<file path="src/rtl/fir_seq_pkg.sv">
// Shared definitions for the two-ROM FIR playback sequencer: default widths,
// FSM state encoding and the sample-ROM read latency.
package fir_seq_pkg;

    localparam int NB_DATA_DEF  = 16;
    localparam int NB_DEPTH_DEF = 15;
    localparam int NB_DIV_DEF   = 8;

    // Synchronous ROM: address registered at the end of cycle T, data valid in T+1.
    localparam int ROM_LAT = 1;

    typedef enum logic [1:0] {
        IDLE  = 2'd0,
        FLUSH = 2'd1,
        PLAY  = 2'd2,
        DRAIN = 2'd3
    } state_t;

endpackage

</file>
<file path="src/rtl/fir_seq_tick_gen.sv">
// Sample-rate divider: ticks once every (period+1) enabled cycles.
// Latency: tick is combinational from the count; load latches the period and clears the count.
// Backpressure: none; counting simply pauses while i_en is low.
module fir_seq_tick_gen #(
    parameter int NB_DIV = 8
) (
    input  logic              i_clk,
    input  logic              i_rst_n,
    input  logic              i_load,
    input  logic              i_en,
    input  logic [NB_DIV-1:0] i_period,
    output logic              o_tick
);

    logic [NB_DIV-1:0] cnt_q, cnt_d;
    logic [NB_DIV-1:0] period_q, period_d;

    always_comb begin
        cnt_d    = cnt_q;
        period_d = period_q;
        o_tick   = i_en && (cnt_q == period_q);
        if (i_load) begin
            period_d = i_period;
            cnt_d    = '0;
        end else if (i_en) begin
            cnt_d = o_tick ? '0 : cnt_q + NB_DIV'(1);
        end
    end

    always_ff @(posedge i_clk or negedge i_rst_n) begin
        if (!i_rst_n) begin
            cnt_q    <= '0;
            period_q <= '0;
        end else begin
            cnt_q    <= cnt_d;
            period_q <= period_d;
        end
    end

endmodule

</file>
<file path="src/rtl/fir_rom_sequencer.sv">
// Playback controller for the MIC1/MIC2 sample ROMs feeding the adaptive FIR; FIR_ROM_SEQ_LOOP_EN enables looped playback.
// Latency: a read tick reaches o_valid 2 cycles later, constant, regardless of divider setting.
// Backpressure: none; the consumer must accept every o_valid, pacing is set only by i_div.
module fir_rom_sequencer
    import fir_seq_pkg::*;
#(
    parameter int NB_DATA      = NB_DATA_DEF,
    parameter int NB_DEPTH     = NB_DEPTH_DEF,
    parameter int NB_DIV       = NB_DIV_DEF,
    parameter int FLUSH_CYCLES = 4
) (
    input  logic                i_clk,
    input  logic                i_rst_n,
    input  logic                i_start,
    input  logic                i_stop,
    input  logic [NB_DIV-1:0]   i_div,
    input  logic [NB_DEPTH-1:0] i_len,
    output logic [NB_DEPTH-1:0] o_addr,
    input  logic [NB_DATA-1:0]  i_mic1_data,
    input  logic [NB_DATA-1:0]  i_mic2_data,
    output logic [NB_DATA-1:0]  o_d,
    output logic [NB_DATA-1:0]  o_x,
    output logic                o_valid,
    output logic                o_fir_rst,
    output logic                o_busy,
    output logic                o_done
);

    localparam int NB_FCNT = $clog2(FLUSH_CYCLES + 1);

    state_t                state_q, state_d;
    logic [NB_DEPTH-1:0]   addr_q, addr_d;
    logic [NB_DEPTH-1:0]   len_q, len_d;
    logic [NB_FCNT-1:0]    fcnt_q, fcnt_d;
    logic [ROM_LAT-1:0]    pend_q, pend_d;
    logic [ROM_LAT-1:0]    last_q, last_d;
    logic [NB_DATA-1:0]    d_q, d_d;
    logic [NB_DATA-1:0]    x_q, x_d;
    logic                  valid_q, valid_d;
    logic                  done_q, done_d;

    logic start_ok;
    logic tick_en;
    logic tick;
    logic at_len;
    logic stop_play;

    assign start_ok  = (state_q == IDLE) && i_start && !i_stop;
    assign tick_en   = (state_q == PLAY) && !i_stop;
    assign stop_play = (state_q == PLAY) && i_stop;
    assign at_len    = (addr_q == len_q);

    fir_seq_tick_gen #(
        .NB_DIV (NB_DIV)
    ) u_tick_gen (
        .i_clk    (i_clk),
        .i_rst_n  (i_rst_n),
        .i_load   (start_ok),
        .i_en     (tick_en),
        .i_period (i_div),
        .o_tick   (tick)
    );

    always_comb begin
        state_d = state_q;
        addr_d  = addr_q;
        len_d   = len_q;
        fcnt_d  = fcnt_q;
        pend_d  = pend_q;
        last_d  = last_q;
        d_d     = d_q;
        x_d     = x_q;
        valid_d = 1'b0;
        done_d  = 1'b0;

        // Read pipeline tracks which ticks are in flight and whether they carry the len sample.
        pend_d[0] = tick;
        last_d[0] = tick && at_len;
        for (int i = 1; i < ROM_LAT; i++) begin
            pend_d[i] = pend_q[i-1];
            last_d[i] = last_q[i-1] && !stop_play;
        end

        if (pend_q[ROM_LAT-1]) begin
            d_d     = i_mic1_data;
            x_d     = i_mic2_data;
            valid_d = 1'b1;
            // A stop cancels completion credit even for a len sample already in flight.
            done_d  = last_q[ROM_LAT-1] && !stop_play;
        end

        case (state_q)
            IDLE: begin
                if (start_ok) begin
                    state_d = FLUSH;
                    len_d   = i_len;
                    addr_d  = '0;
                    fcnt_d  = '0;
                    d_d     = '0;
                    x_d     = '0;
                end
            end
            FLUSH: begin
                if (i_stop) begin
                    state_d = IDLE;
                end else if (fcnt_q == NB_FCNT'(FLUSH_CYCLES - 1)) begin
                    state_d = PLAY;
                end else begin
                    fcnt_d = fcnt_q + NB_FCNT'(1);
                end
            end
            PLAY: begin
                if (i_stop) begin
                    state_d = DRAIN;
                end else if (tick) begin
                    if (at_len) begin
`ifdef FIR_ROM_SEQ_LOOP_EN
                        addr_d = '0;
`else
                        state_d = DRAIN;
`endif
                    end else begin
                        addr_d = addr_q + NB_DEPTH'(1);
                    end
                end
            end
            DRAIN: begin
                if (pend_q == '0) begin
                    state_d = IDLE;
                end
            end
            default: state_d = IDLE;
        endcase
    end

    always_ff @(posedge i_clk or negedge i_rst_n) begin
        if (!i_rst_n) begin
            state_q <= IDLE;
            addr_q  <= '0;
            len_q   <= '0;
            fcnt_q  <= '0;
            pend_q  <= '0;
            last_q  <= '0;
            d_q     <= '0;
            x_q     <= '0;
            valid_q <= 1'b0;
            done_q  <= 1'b0;
        end else begin
            state_q <= state_d;
            addr_q  <= addr_d;
            len_q   <= len_d;
            fcnt_q  <= fcnt_d;
            pend_q  <= pend_d;
            last_q  <= last_d;
            d_q     <= d_d;
            x_q     <= x_d;
            valid_q <= valid_d;
            done_q  <= done_d;
        end
    end

    assign o_addr    = addr_q;
    assign o_d       = d_q;
    assign o_x       = x_q;
    assign o_valid   = valid_q;
    assign o_done    = done_q;
    assign o_busy    = (state_q != IDLE);
    assign o_fir_rst = (state_q == IDLE) || (state_q == FLUSH);

endmodule

</file>
<file path="config.mk">
export PLATFORM = sky130hd
export DESIGN_NAME = fir_rom_sequencer
export DESIGN_NICKNAME = d
export VERILOG_FILES = /design/src/rtl/fir_seq_pkg.sv /design/src/rtl/fir_seq_tick_gen.sv /design/src/rtl/fir_rom_sequencer.sv
export SDC_FILE = /design/constraint.sdc
export NUM_CORES = 1
export LEC_CHECK = 0
export CORE_ASPECT_RATIO = 0.5
export CORE_UTILIZATION = 53
export CTS_CLUSTER_DIAMETER = 80
export CTS_CLUSTER_SIZE = 28
export DETAILED_ROUTE_END_ITERATION = 10
export PLACE_DENSITY = 0.86
export SETUP_SLACK_MARGIN = 0.4
export SLEW_MARGIN = 0
export SYNTH_ARGS = -nofsm -noshare
export SYNTH_HDL_FRONTEND = slang
export SYNTH_SLANG_ARGS = --single-unit
</file>
<file path="constraint.sdc">
create_clock -name i_clk -period 5.6 [get_ports i_clk]
set_input_delay 0.84 -clock i_clk [delete_from_list [all_inputs] [get_ports i_clk]]
set_output_delay 0.84 -clock i_clk [all_outputs]
set_load 0.02 [all_outputs]
</file>
==> results.md <==
* CTS Hold Bufs at 0
* Via density at 5.32
* P per Cell Area at 354 nW/um^2
* FF+latch count, synth at 87
* DRC Markers at 0
* Actual slew at the worst max-slew pin at 1060 ps
* Worst Hold Class: flip-flop to flip-flop
* Commonest register cell after synthesis: dfrtp_1
* Setup WS post-layout at 2860 ps
* Final period util at 49.0%
* Num ports at 110
* Detail Placement HPWL at ~6.4 mm
* Multiplexer share of the synthesized area at 9.34%
* Largest net degree at the start of global routing at just under 90
* Syn_nets at 480
* Placed Instances at 617
* Skew final at 9.67 ps
* Global-route wire length before repair at 16.0 mm
* Synth Area in Compound Gates at under 10%
* Worst-path clk slew at 60 ps
* Initial Util at a little under three fifths
* Avg Cell Area, Syn at 10.0 um^2
* Layout Cells excl Fill at between 600 and 700
* Die ar. at 8260 um^2
* DR vias at 3367
* Clock Tree Buf Depth at 2
* Routability cong. at 0.810
* Slew margin rel. at 29.6%
* Crit-path max cell delay at 540 ps
* Antenna violations before repair at 0
* Register area share after synthesis at 52.1%
* Grt total ovfl at 0
* Reg2Reg Setup Slack at about 3300 ps
* CTS Sinks at 87
* Global-route usage over all layers at 25.7%
* Routed wire length at ~9.5 mm
* Worst hold start: fcnt_q[2]
* Worst skew pair latency at roughly 340 ps
* CTS resizes at 0
* Status: complete, no violations
* Arrival time at the worst endpoint at 2990 ps
* Die height at 64.8 um
* Main combinational cell family by area after synthesis: simple AND/OR/NAND/NOR gates
* Number of placement rows at 22
* TritonCTS Buffers at 9
* Critical path's slowest cell: clkdlybuf4s50_1
* Vias in the first global route at 3289
* Final total power at 2.00 mW
* Core Area at 7490 um^2
* Reg-to-Reg Start: o_addr[2]
* Final Hold Vio Count at 0
* # Max-Cap Violations at 0
* Post-route minimum period at 2740 ps
* ANT cells at 0
* CP Cell Sequence: clkdlybuf4s50_1 -> nor3b_4 -> and3_2 -> nand3_2 -> or4_1 -> a21oi_1
* Unrepaired setup endpoints after global routing: no
* Htree depth at 3
* FMAX at 365 MHz
* Initial drt markers at 225
* Dpl ws at ~2600 ps
* Max Slew Vio Count at 0
* EDFF count, synth at 0
* P_leak at between 2 and 2.5 nW
* Fill cells at approximately 560
* Yosys Warn Count at 0
* Worst Path Max Fanout at 10
* Layout cell share with drive strength beyond 1 at 6.86%
* CP Launch Point: i_stop
* Die Width at approximately 130 um
* Wirelength per Cell at 15.0 um
* IO Port Bufs at approximately 110
* Cell variety after synth at 40
* Post-Syn Instances at 417
* Maximum VDD drop at 0.186 mV
* Async S/R FF share, synth at 100%
* Synth Area in Adders at 1.20%
* CP Capture Type: flip-flop
* Post-CTS Setup Repair Bufs at 0
* End-of-flow core utilization at approximately three quarters
* Share of the synthesized area in the top cell type at 52.1%
* ANT nets after route at 0
* CP required at 5850 ps
* Critical Path Source Type: input pin
* Synth area leaders: dfrtp_1 (52%), mux2i_1 (9.3%), nand2_1 (8.4%), nor2_1 (3.5%), xnor2_1 (3.4%)
* Critical path buffers and inverters at 1
* Final setup violation count at 0
* Area Overhead vs Synth at 35.2%
* Cell family with most CP delay: simple AND/OR/NAND/NOR gates
* Post-synth top area cell: dfrtp_1
* Mapped Area at 4180 um^2
* Critical path class: input pin to flip-flop
* Nets at 583
* Clock root buffer: clkbuf_16
* Post-synthesis simple-gate area fraction at between 20% and 30%
* CTS tree: yes
* Xor and xnor area share after synthesis at slightly above 5%
* Drt pass-1 iters at 4
* Setup tns final at 0 ps
-- per-layer routing --
metal | track usage, % | up-vias | routed length (um)
met5 | 0 | - | 0
met4 | 6.99 | 0 | 132
met3 | 8.59 | 10 | 583
met2 | 41.4 | 111 | 4520
met1 | 33.3 | 1623 | 4280
li1 | - | 1623 | -
-- registers in the layout, summed over array words and instances (netlist names), named ones only --
| register | flops |
|---|---|
| o_d | 16 |
| state_q | 1 |
| o_done | 1 |
| last_q | 1 |
| u_tick_gen.cnt_q | 8 |
| len_q | 15 |
| o_valid | 1 |
| o_addr | 15 |
| pend_q | 1 |
| u_tick_gen.period_q | 8 |
| fcnt_q | 3 |
| o_x | 16 |
-- final timing paths --
| kind | endpoint | cells after the start |
|---|---|---|
| max in group asynchronous | pend_q | 1 |
| max reg2reg | state_q[0] | 5 |
| min reg2reg | fcnt_q[2] | 2 |
| min | fcnt_q[2] | 2 |
| min in group asynchronous | o_x[5] | 1 |
| max | o_addr[9] | 6 |
-- power breakdown --
| part | switching, mW | total (mW) | leakage [nW] | internal (mW) |
|---|---|---|---|---|
| clock network | 0.237 | 0.654 | 0.159 | 0.417 |
| registers | 0.117 | 0.860 | 1.16 | 0.743 |
| logic | 0.275 | 0.487 | 1.12 | 0.213 |
| total | 0.630 | 2.00 | 2.43 | 1.37 |
-- synth_stat cells, types with 4 or more instances --
cell / instances
or2_2: 4
a21oi_1: 14
clkbuf_1: 11
ha_1: 4
xor2_1: 8
o21ai_0: 8
nand3_1: 8
nor3_1: 6
nor2_1: 39
dfrtp_1: 87
inv_1: 12
mux2i_1: 39
xnor2_1: 16
or4_1: 8
nand4_1: 7
a31oi_1: 5
nand2_1: 93
o31ai_1: 9
-- logic make-up after synthesis --
logic type               after synthesis
AO/OA/AOI/OAI                         39
XOR/XNOR                              24
adder cells (fa/ha/maj)                4
buffers and inverters                 32
flip-flops                            87
multiplexers                          39
AND/OR/NAND/NOR                      192
-- cell usage in the layout (no fill, tap or decap), types with 2 or more instances in the layout --
cell type and n:
nor2b_1 2, clkdlybuf4s50_1 108, mux2i_1 39, ha_1 4, and3_2 3, nor4_4 3
a31oi_1 5, and3_1 3, nand3_2 2, dfrtp_1 86, o21ai_0 8, or2_2 4
inv_1 12, xnor2_1 16, bufinv_16 2, nor2_1 39, nor4_1 3, clkbuf_16 9
nand4_1 7, nor3_1 6, o31ai_1 9, clkbuf_8 2, a21oi_1 14, nand3_1 8
or3_1 3, or4_1 8, buf_4 4, xor2_1 8, nand2_1 93
-- metrics by stage --
step           instance area (um^2)  hold slack (ps)
6_report                       5650              493
2_1_floorplan                  4180              352
5_1_grt                        5650              519
3_3_place_gp                   5320              466
4_1_cts                        5650              496
3_5_place_dp                   5320              483
-- worst register-to-register path, delay by kind of cell, from the launching register on --
| family | cells | cell delay (ps) |
|---|---|---|
| AND/OR/NAND/NOR | 2 | 1130 |
| flip-flops | 1 | 500 |
| AO/OA/AOI/OAI | 2 | 430 |
| XOR/XNOR | 1 | 200 |
-- area by class of cell --
cell class	instances	area (um^2)	share of cell area [%]
Inverter	12	45.0	0.798
Multi-Input combinational cell	298	1850	32.7
Clock buffer	12	256	4.54
Tap cell	108	135	2.39
Clock inverter	4	76.3	1.35
Sequential cell	87	2180	38.6
Timing Repair Buffer	112	1110	19.7
No activity file was read; power rests on OpenSTA's default activity.
